$ cat config.mk
export PLATFORM = sky130hd
export DESIGN_NAME = echo_capture_sequencer_flat
export DESIGN_NICKNAME = d
export VERILOG_FILES = /design/src/rtl/echo_capture_sequencer_if.sv /design/src/rtl/echo_capture_sequencer.sv /design/src/flat_wrapper.sv
export SDC_FILE = /design/constraint.sdc
export NUM_CORES = 1
export LEC_CHECK = 0
export ABC_AREA = 1
export BUFFER_PORTS_ARGS = -buffer_cell sky130_fd_sc_hd__buf_2
export CAP_MARGIN = 25
export CORE_ASPECT_RATIO = 0.5
export CORE_MARGIN = 5
export CORE_UTILIZATION = 60
export DETAILED_ROUTE_END_ITERATION = 10
export PLACE_DENSITY = 0.81
export SETUP_SLACK_MARGIN = 0.02
export SLEW_MARGIN = 20
export SYNTH_ARGS = -nofsm -noshare
export SYNTH_HDL_FRONTEND = slang
export SYNTH_SLANG_ARGS = --single-unit
$ cat constraint.sdc
create_clock -name CLK_40 -period 2.9 [get_ports CLK_40]
set_input_delay 0.435 -clock CLK_40 [delete_from_list [all_inputs] [get_ports CLK_40]]
set_output_delay 0.435 -clock CLK_40 [all_outputs]
set_load 0.02 [all_outputs]
$ cat src/rtl/echo_capture_sequencer_if.sv
// echo_capture_sequencer_if: shot-control bundle between the sequencer, the ADC SPI master and the sample FIFO
//   master: sequencer side (drives tx_out, adc_en, fifo_wr, status and counts)
//   slave : environment side (drives on, adc_fin, fifo_full)
interface echo_capture_sequencer_if #(parameter int CW = 16);
   logic          on;
   logic          adc_fin;
   logic          fifo_full;
   logic          tx_out;
   logic          adc_en;
   logic          fifo_wr;
   logic          busy;
   logic          done;
   logic          overrun;
   logic [CW-1:0] sample_count;
   logic [CW-1:0] drop_count;
   modport master (
      input  on, adc_fin, fifo_full,
      output tx_out, adc_en, fifo_wr, busy, done, overrun, sample_count, drop_count
   );
   modport slave (
      output on, adc_fin, fifo_full,
      input  tx_out, adc_en, fifo_wr, busy, done, overrun, sample_count, drop_count
   );
endinterface

$ cat src/rtl/echo_capture_sequencer.sv
// echo_capture_sequencer: per-shot ultrasonic timing master (TX burst, blanking, paced ADC capture)
//   CLK_40 : 40 MHz system clock
//   rst    : synchronous active-high reset
//   io     : master modport; on/adc_fin/fifo_full in, tx_out/adc_en/fifo_wr/busy/done/
//            sample_count/drop_count/overrun out
module echo_capture_sequencer #(
   parameter int TX_PERIOD     = 1024,
   parameter int TX_PULSES     = 16,
   parameter int BLANK_CYCLES  = 64,
   parameter int SAMPLE_PERIOD = 128,
   parameter int N_SAMPLES     = 4096,
   parameter int CW            = 16
) (
   input logic                        CLK_40,
   input logic                        rst,
   echo_capture_sequencer_if.master   io
);
   localparam int M1    = TX_PERIOD > SAMPLE_PERIOD ? TX_PERIOD : SAMPLE_PERIOD;
   localparam int CMAX  = M1 > BLANK_CYCLES ? M1 : BLANK_CYCLES;
   localparam int CNT_W = $clog2(CMAX + 1);
   localparam int PW    = $clog2(TX_PULSES + 1);
   localparam int SW    = $clog2(N_SAMPLES + 1);
   localparam logic [CNT_W-1:0] TX_LAST    = CNT_W'(TX_PERIOD - 1);
   localparam logic [CNT_W-1:0] TX_HALF    = CNT_W'(TX_PERIOD / 2);
   localparam logic [CNT_W-1:0] BLANK_LAST = CNT_W'(BLANK_CYCLES > 0 ? BLANK_CYCLES - 1 : 0);
   localparam logic [CNT_W-1:0] SLOT_LAST  = CNT_W'(SAMPLE_PERIOD - 1);
   localparam logic [PW-1:0]    PULSE_LAST = PW'(TX_PULSES - 1);
   localparam logic [SW-1:0]    SLOTN_LAST = SW'(N_SAMPLES - 1);

   typedef enum logic [2:0] {IDLE, TX, BLANK, CAPTURE, DONE} state_t;

   state_t           st;
   logic             on_d;
   logic [CNT_W-1:0] cnt;
   logic [CNT_W-1:0] cnt_inc;
   logic [PW-1:0]    pulse;
   logic [SW-1:0]    slot_n;
   logic             start, tick, fin, pend_left;

   function automatic logic [CW-1:0] sat_inc(input logic [CW-1:0] v);
      return (&v) ? v : v + 1'b1;
   endfunction

   // adc_en doubles as the "conversion pending" flag
   assign start      = io.on & ~on_d;
   assign cnt_inc    = cnt + 1'b1;
   assign tick       = (st == CAPTURE) && (cnt == '0);
   assign fin        = io.adc_fin & io.adc_en;
   assign pend_left  = io.adc_en & ~io.adc_fin;
   assign io.fifo_wr = fin & (st == CAPTURE);

   always_ff @(posedge CLK_40) begin
      if (rst) begin
         st              <= IDLE;
         on_d            <= 1'b1;
         cnt             <= '0;
         pulse           <= '0;
         slot_n          <= '0;
         io.tx_out       <= 1'b0;
         io.adc_en       <= 1'b0;
         io.busy         <= 1'b0;
         io.done         <= 1'b0;
         io.overrun      <= 1'b0;
         io.sample_count <= '0;
         io.drop_count   <= '0;
      end else begin
         on_d <= io.on;
         if (st == CAPTURE) begin
            if (fin) io.sample_count <= sat_inc(io.sample_count);
            // a fin landing on a tick frees the slot, so only a still-pending or full tick drops
            if (tick && (io.fifo_full || pend_left)) begin
               io.drop_count <= sat_inc(io.drop_count);
               io.overrun    <= 1'b1;
            end
            io.adc_en <= pend_left | (tick & ~io.fifo_full);
         end
         case (st)
            IDLE: if (start) begin
               st              <= TX;
               cnt             <= '0;
               pulse           <= '0;
               io.tx_out       <= 1'b1;
               io.busy         <= 1'b1;
               io.sample_count <= '0;
               io.drop_count   <= '0;
               io.overrun      <= 1'b0;
            end
            TX: begin
               cnt       <= (cnt == TX_LAST) ? '0 : cnt_inc;
               io.tx_out <= (cnt == TX_LAST) || (cnt_inc < TX_HALF);
               if (cnt == TX_LAST) begin
                  pulse <= pulse + 1'b1;
                  if (pulse == PULSE_LAST) begin
                     io.tx_out <= 1'b0;
                     slot_n    <= '0;
                     st        <= (BLANK_CYCLES == 0) ? CAPTURE : BLANK;
                  end
               end
            end
            BLANK: begin
               cnt <= cnt_inc;
               if (cnt == BLANK_LAST) begin
                  st     <= CAPTURE;
                  cnt    <= '0;
                  slot_n <= '0;
               end
            end
            CAPTURE: begin
               cnt <= (cnt == SLOT_LAST) ? '0 : cnt_inc;
               if (cnt == SLOT_LAST) begin
                  slot_n <= slot_n + 1'b1;
                  if (slot_n == SLOTN_LAST) begin
                     st        <= DONE;
                     io.adc_en <= 1'b0;
                     io.busy   <= 1'b0;
                     io.done   <= 1'b1;
                  end
               end
            end
            DONE: if (!io.on) begin
               st      <= IDLE;
               io.done <= 1'b0;
            end
            default: st <= IDLE;
         endcase
         // abort overrides any transition taken above
         if (st != IDLE && st != DONE && !io.on) begin
            st        <= IDLE;
            io.tx_out <= 1'b0;
            io.adc_en <= 1'b0;
            io.busy   <= 1'b0;
            io.done   <= 1'b0;
         end
      end
   end
endmodule

$ cat src/flat_wrapper.sv
// flat-port wrapper written by rule: the top's interface ports become plain ports
module echo_capture_sequencer_flat 
#(
   parameter int TX_PERIOD     = 1024,
   parameter int TX_PULSES     = 16,
   parameter int BLANK_CYCLES  = 64,
   parameter int SAMPLE_PERIOD = 128,
   parameter int N_SAMPLES     = 4096,
   parameter int CW            = 16
)
  (CLK_40, rst, io_on, io_adc_fin, io_fifo_full, io_tx_out, io_adc_en, io_fifo_wr, io_busy, io_done, io_overrun, io_sample_count, io_drop_count);
  echo_capture_sequencer_if #(.CW(CW)) io_i ();
  input logic CLK_40;
  input logic rst;
  input wire logic [$bits(io_i.on)-1:0] io_on;
  input wire logic [$bits(io_i.adc_fin)-1:0] io_adc_fin;
  input wire logic [$bits(io_i.fifo_full)-1:0] io_fifo_full;
  output wire logic [$bits(io_i.tx_out)-1:0] io_tx_out;
  output wire logic [$bits(io_i.adc_en)-1:0] io_adc_en;
  output wire logic [$bits(io_i.fifo_wr)-1:0] io_fifo_wr;
  output wire logic [$bits(io_i.busy)-1:0] io_busy;
  output wire logic [$bits(io_i.done)-1:0] io_done;
  output wire logic [$bits(io_i.overrun)-1:0] io_overrun;
  output wire logic [$bits(io_i.sample_count)-1:0] io_sample_count;
  output wire logic [$bits(io_i.drop_count)-1:0] io_drop_count;
  assign io_i.on = io_on;
  assign io_i.adc_fin = io_adc_fin;
  assign io_i.fifo_full = io_fifo_full;
  assign io_tx_out = io_i.tx_out;
  assign io_adc_en = io_i.adc_en;
  assign io_fifo_wr = io_i.fifo_wr;
  assign io_busy = io_i.busy;
  assign io_done = io_i.done;
  assign io_overrun = io_i.overrun;
  assign io_sample_count = io_i.sample_count;
  assign io_drop_count = io_i.drop_count;
  echo_capture_sequencer #(.TX_PERIOD(TX_PERIOD), .TX_PULSES(TX_PULSES), .BLANK_CYCLES(BLANK_CYCLES), .SAMPLE_PERIOD(SAMPLE_PERIOD), .N_SAMPLES(N_SAMPLES), .CW(CW)) u_core (.CLK_40(CLK_40), .rst(rst), .io(io_i));
endmodule
=== Yosys cells after proc, flatten, opt, wreduce, memory -nomap -nowiden ===
Cells that the tools add are included.

* Register bits: 70
* Bits of input ports: 5
* Output and inout port bits: 38

* $add $sub $neg: 5
* $lt $le $gt $ge: 1
* Equality and inequality tests: 17
* Multiplexer cells: 50
* Bitwise logic cells: 9
* Reduce and logical (&&, ||, !) cells: 25

{| class="wikitable"
|+ Operators by type and width
! operator !! count
|-
| two-way mux 16 bit || 10
|-
| two-way mux 13 bit || 4
|-
| two-way mux 11 bit || 4
|-
| one-hot mux 11 bit (4 select lines) || 1
|-
| one-hot mux 13 bit (3 select lines) || 1
|-
| adder 16 x 1 -> 16 bit (second input constant) || 2
|-
| AND reduction 16 bit || 2
|-
| two-way mux 3 bit || 7
|-
| two-way mux 1 bit || 16
|-
| one-hot mux 3 bit (5 select lines) || 1
|-
| adder 13 x 1 -> 13 bit (second input constant) || 1
|-
| == test 13 x 12 -> 1 bit (second input constant) || 1
|-
| adder 11 x 1 -> 11 bit (second input constant) || 1
|-
| == test 11 x 10 -> 1 bit (second input constant) || 1
|-
| == test 11 x 6 -> 1 bit (second input constant) || 1
|-
| == test 11 x 7 -> 1 bit (second input constant) || 1
|-
| zero test 11 bit || 1
|-
| < comparator 11 x 10 -> 1 bit (second input constant) || 1
|-
| two-way mux 5 bit || 2
|-
| one-hot mux 5 bit (2 select lines) || 1
|-
| inequality test 2 x 1 -> 1 bit (second input constant) || 4
|-
| AND reduction 4 bit || 2
|-
| AND reduction 7 bit || 1
|-
| == test 3 x 2 -> 1 bit (second input constant) || 2
|-
| other kinds (21) || 39
|}

=== Depth between registers and ports, before layout ===
* Depth in word-level cells: 8
* Depth in mapped cells: 12

=== Worst setup path after synthesis ===
OpenSTA, ideal clock, no wires.

* Path type: register to register
* Start point: register u_core.io.drop_count[0]
* End point: register u_core.io.drop_count[7]
* Setup time: 0.117 ns
* Data arrival time: 1.658 ns
* Required time: 2.783 ns
* Setup slack: 1.125 ns
* Cell stages (with the launch flop): 13
* Buffers on the path: 0
* Period minus slack after synthesis: 1.775 ns
* Cells stage by stage: dfxtp_1 -> ha_1 -> nand3_1 -> nor2_2 -> nand2_1 -> nor2_1 -> nand2_1 -> nand2_4 -> inv_4 -> nand2_1 -> nand2_1 -> nand2_1 -> nor2_1

* Longest elaborated chain between the ends: 6

{| class="wikitable"
|+ Ends and longest elaborated chain
! element !! RTL line !! text
|-
| start, declared || echo_capture_sequencer_if.sv:18 || <nowiki>output tx_out, adc_en, fifo_wr, busy, done, overrun, sample_count, drop_count</nowiki>
|-
| start signal, assigned || echo_capture_sequencer.sv:72 || <nowiki>io.drop_count <= sat_inc(io.drop_count);</nowiki>
|-
| adder 16 x 1 -> 16 bit / AND reduction 16 bit (equally long branches) || echo_capture_sequencer.sv:41 || <nowiki>return (&v) ? v : v + 1'b1;</nowiki>
|-
| two-way mux 16 bit (*) || echo_capture_sequencer.sv:41 ||
|-
| two-way mux 16 bit (*) || echo_capture_sequencer.sv:71 || <nowiki>if (tick && (io.fifo_full || pend_left)) begin</nowiki>
|-
| two-way mux 16 bit (*) || echo_capture_sequencer.sv:68 || <nowiki>if (st == CAPTURE) begin</nowiki>
|-
| two-way mux 16 bit || echo_capture_sequencer.sv:78 || <nowiki>IDLE: if (start) begin</nowiki>
|-
| two-way mux 16 bit (*) || echo_capture_sequencer.sv:77 || <nowiki>case (st)</nowiki>
|}

Mark *: on every way between the ends. The rest lies on a longest branch, timed or not.
A chain may end at the register's enable or synchronous reset.

=== Worst setup path in the final report ===
* Start point: register u_core.st[1]
* End point: output io_fifo_wr

* Longest elaborated chain between the ends: 2

{| class="wikitable"
|+ Ends and longest elaborated chain
! element !! RTL line !! text
|-
| start, declared || echo_capture_sequencer.sv:32 || <nowiki>state_t st;</nowiki>
|-
| start signal, assigned || echo_capture_sequencer.sv:96 || <nowiki>st <= (BLANK_CYCLES == 0) ? CAPTURE : BLANK;</nowiki>
|-
| == test 3 x 2 -> 1 bit || echo_capture_sequencer.sv:50 || <nowiki>assign io.fifo_wr = fin & (st == CAPTURE);</nowiki>
|-
| bitwise AND 1 bit || echo_capture_sequencer.sv:50 ||
|-
| end, declared || flat_wrapper.sv:20 || <nowiki>output wire logic [$bits(io_i.fifo_wr)-1:0] io_fifo_wr;</nowiki>
|}

Every way passes these cells.

==> summary.txt <==
Die Wd -> 128.2 µm
Die boundary height -> 69.11 µm
Via count -> 4348
CTS root buf -> clkbuf_16
Clock buffer depth -> 2
Crit-path max FO -> 17
PostCTS Resize Cnt -> 0
Endpoints failing setup -> 0
Total net switching power -> 0.001076 W
Fillers -> 606
Synth Warn # -> 0
Final-report max-slew violation count -> 0
Layout Skew -> 0.007933 ns
Core area -> 0.006726 mm²
Internal power -> 0.001953 W
Final WL -> 10110 µm
Top_reg_cell synth -> dfxtp_1
Pleak -> 2.045 nW
Most frequent cell after synthesis -> nand2_1
CTS tree -> built
WL per Instance -> 12.51 µm
Slew @ Worst Pin -> 0.5615 ns
Num ports -> 43
Startpoint type of the worst setup path -> flip-flop
DR iter-0 viols -> 407
Worst path slowest cell -> dfxtp_1
Cts hold-fix bufs -> 0
Nets -> 723
Drt via density -> 5.381
Area delta synth->final -> 14.12%
Mapped Area -> 0.004193 mm²
Seq/Total Area, Yosys -> 0.3342
Final worst path period share -> 0.7475
Ranking of synthesized cells by area -> dfxtp_1 33%, nand2_1 16%, nor2_1 9.1%
Antenna Nets Post-Route -> 0
# port buffers -> 42
Initial antenna violation count -> 0
Max_cap viols -> 0
TritonCTS Sinks -> 70
Setup TNS -> 0 ns
Largest net degree at the start of global routing -> 27
Share of layout cells above drive strength 1 -> 0.1341
Max rail drop VDD -> 396.0 µV
Sequential Power Share -> 0.352
Synth async-reset ratio -> 0
Post-synth top cells -> 174 x nand2_1, 102 x nor2_1, 83 x inv_1
CTS buffer count -> 9
Hold Crit Class -> in2reg
Post-DP HPWL -> 7237 µm
Dpl cells -> 792
Crit path arrival time -> 1.73 ns
Clock Pin Slew Worst Setup and Hold Paths -> 0.06 ns
Pwr dens -> 633.0 mW/mm²
Relative slew slack -> 0.6217
Gr usage total -> 0.2284
Antenna Diode Count -> 0
CP peak stage delay -> 0.49 ns
Switching part of the total -> 0.3553
Fmax -> 0.4613 GHz
Final cell count without fillers -> 808
Clock insertion delay at the later pin of the skew report -> 0.34 ns
Number of synthesized flops with an enable pin -> 0
Fin crit period -> 2.168 ns
Post-synthesis register bit count -> 70
Status -> finished, final reports clean
Die Footprint -> 0.008861 mm²
Vias in the first global route -> 3615
Combinational Power Share -> 0.276
Crit path cell chain -> nand2_2, nor2_4, inv_4, nor2_8, buf_2
CP bufs+invs -> 2
Worst EP required -> 2.47 ns
Synth area leader -> dfxtp_1
RSZ-0062 raised after global routing -> no
Netlist cell types -> 36
Remaining Overflow, GRT -> 0
DRC Markers -> 0
Final worst-path setup slack -> 0.7323 ns
Critical path class -> reg2out
Clock power share -> 0.371
Placer Congestion -> 0.9668
Initial cell density of the core -> 0.6233
Top delay family on crit path -> simple AND/OR/NAND/NOR gates
Mapped Cells -> 665
Top-area cell type share of the netlist area -> 0.3342
H-tree depth -> 3
Setup Buffers After CTS -> 0
Final Hold Fails -> 0
Place WS -> 0.8287 ns
Row count -> 21
Mapped Nets -> 677
Mapped Avg Cell Area -> 6.305 µm²
Crit. End Element -> output pin
Power, Total -> 0.003029 W
First-pass GRT wire length -> 16740 µm
First-pass iteration count of the detailed router -> 6
## state kept, by name, summed over array words and instances, names as in the netlist
signal                  flops
u_core.cnt                 11
u_core.io.adc_en            1
u_core.io.busy              1
u_core.io.done              1
u_core.io.drop_count       16
u_core.io.overrun           1
u_core.io.sample_count     16
u_core.io.tx_out            1
u_core.on_d                 1
u_core.pulse                5
u_core.slot_n              13
u_core.st                   3
## stage by stage
stage	hold slack [ns]	util	cell area, µm²
after CTS	0.3158	0.7113	4785
after detailed placement	0.4460	0.6663	4482
after global placement	0.4366	0.6663	4482
after global routing	0.3631	0.7113	4785
after floorplan	0.4400	-	4193
final	0.3336	0.7113	4785
## power by group through the flow
stage	Sequential, W	Combinational (W)	Clock, W
2_1_floorplan	0.00109	0.000655	0
3_3_place_gp	0.00108	0.000818	0
3_5_place_dp	0.00109	0.000828	0
4_1_cts	0.00107	0.000832	0.00114
5_1_grt	0.00107	0.000934	0.00119
6_report	0.00107	0.000837	0.00113
## routing by layer
metal	vias up	global-route usage	part of all wire
met5	-	0	0
met4	0	0.07529	0.012
met3	15	0.06327	0.074
met2	155	0.3452	0.44
met1	1947	0.3134	0.48
li1	2231	-	-
## layout by cell type, fill, tap and decap left out, types with 4 or more instances in the layout
cell type and n:
a21oi_1 41, buf_2 42, clkbuf_16 9, dfxtp_1 70
ha_1 7, inv_1 83, inv_2 7, nand2_1 174
nand2_2 7, nand3_1 47, nand3_2 4, nand4_1 26
nor2_1 102, nor2_2 8, nor3_1 15, nor3_2 4
o21ai_0 24, o21ai_1 5, o21bai_1 4, xnor2_1 5
xor2_1 7
## path summary, 6_finish.rpt
path | cells past startpoint | to | slack, ns | from
min | 3 | u_core.on_d | 0.33 | io_on
max reg2reg | 10 | u_core.st[1] | 0.78 | u_core.slot_n[0]
max | 5 | io_fifo_wr | 0.73 | u_core.st[1]
min reg2reg | 2 | u_core.io.done | 0.45 | u_core.io.done
## final cells by class
cell class                 instances  area (µm²)  area share
inverter                          93       355.3     0.07427
clock buffer                      13       260.3     0.05439
multi-input combinational        494        2392      0.5000
clock inverter                     3       42.54    0.008891
sequential                        70        1401      0.2929
tap                               92       115.1     0.02406
timing repair buffer              43       217.7     0.04550
## cell families (layout without fill, tap and decap cells)
logic type      count (synthesis)  after routing  share of synthesized area
fa+ha+maj                       7              7                    0.02089
xor+xnor                       12             12                    0.02507
flops                          70             70                     0.3342
buf+inv                       101            152                    0.09519
simple gates                  396            396                     0.4235
compound gates                 79             79                     0.1012
## worst reg2reg max path: cells and delay by family, from the launching register on
kind                       cells  cell delay [ns]
AOI/OAI and AO/OA              1             0.25
adders and majority gates      1             0.29
DFF                            1             0.42
and+or+nand+nor                8             1.05
Note: power is estimated with default switching activity, not from simulation.
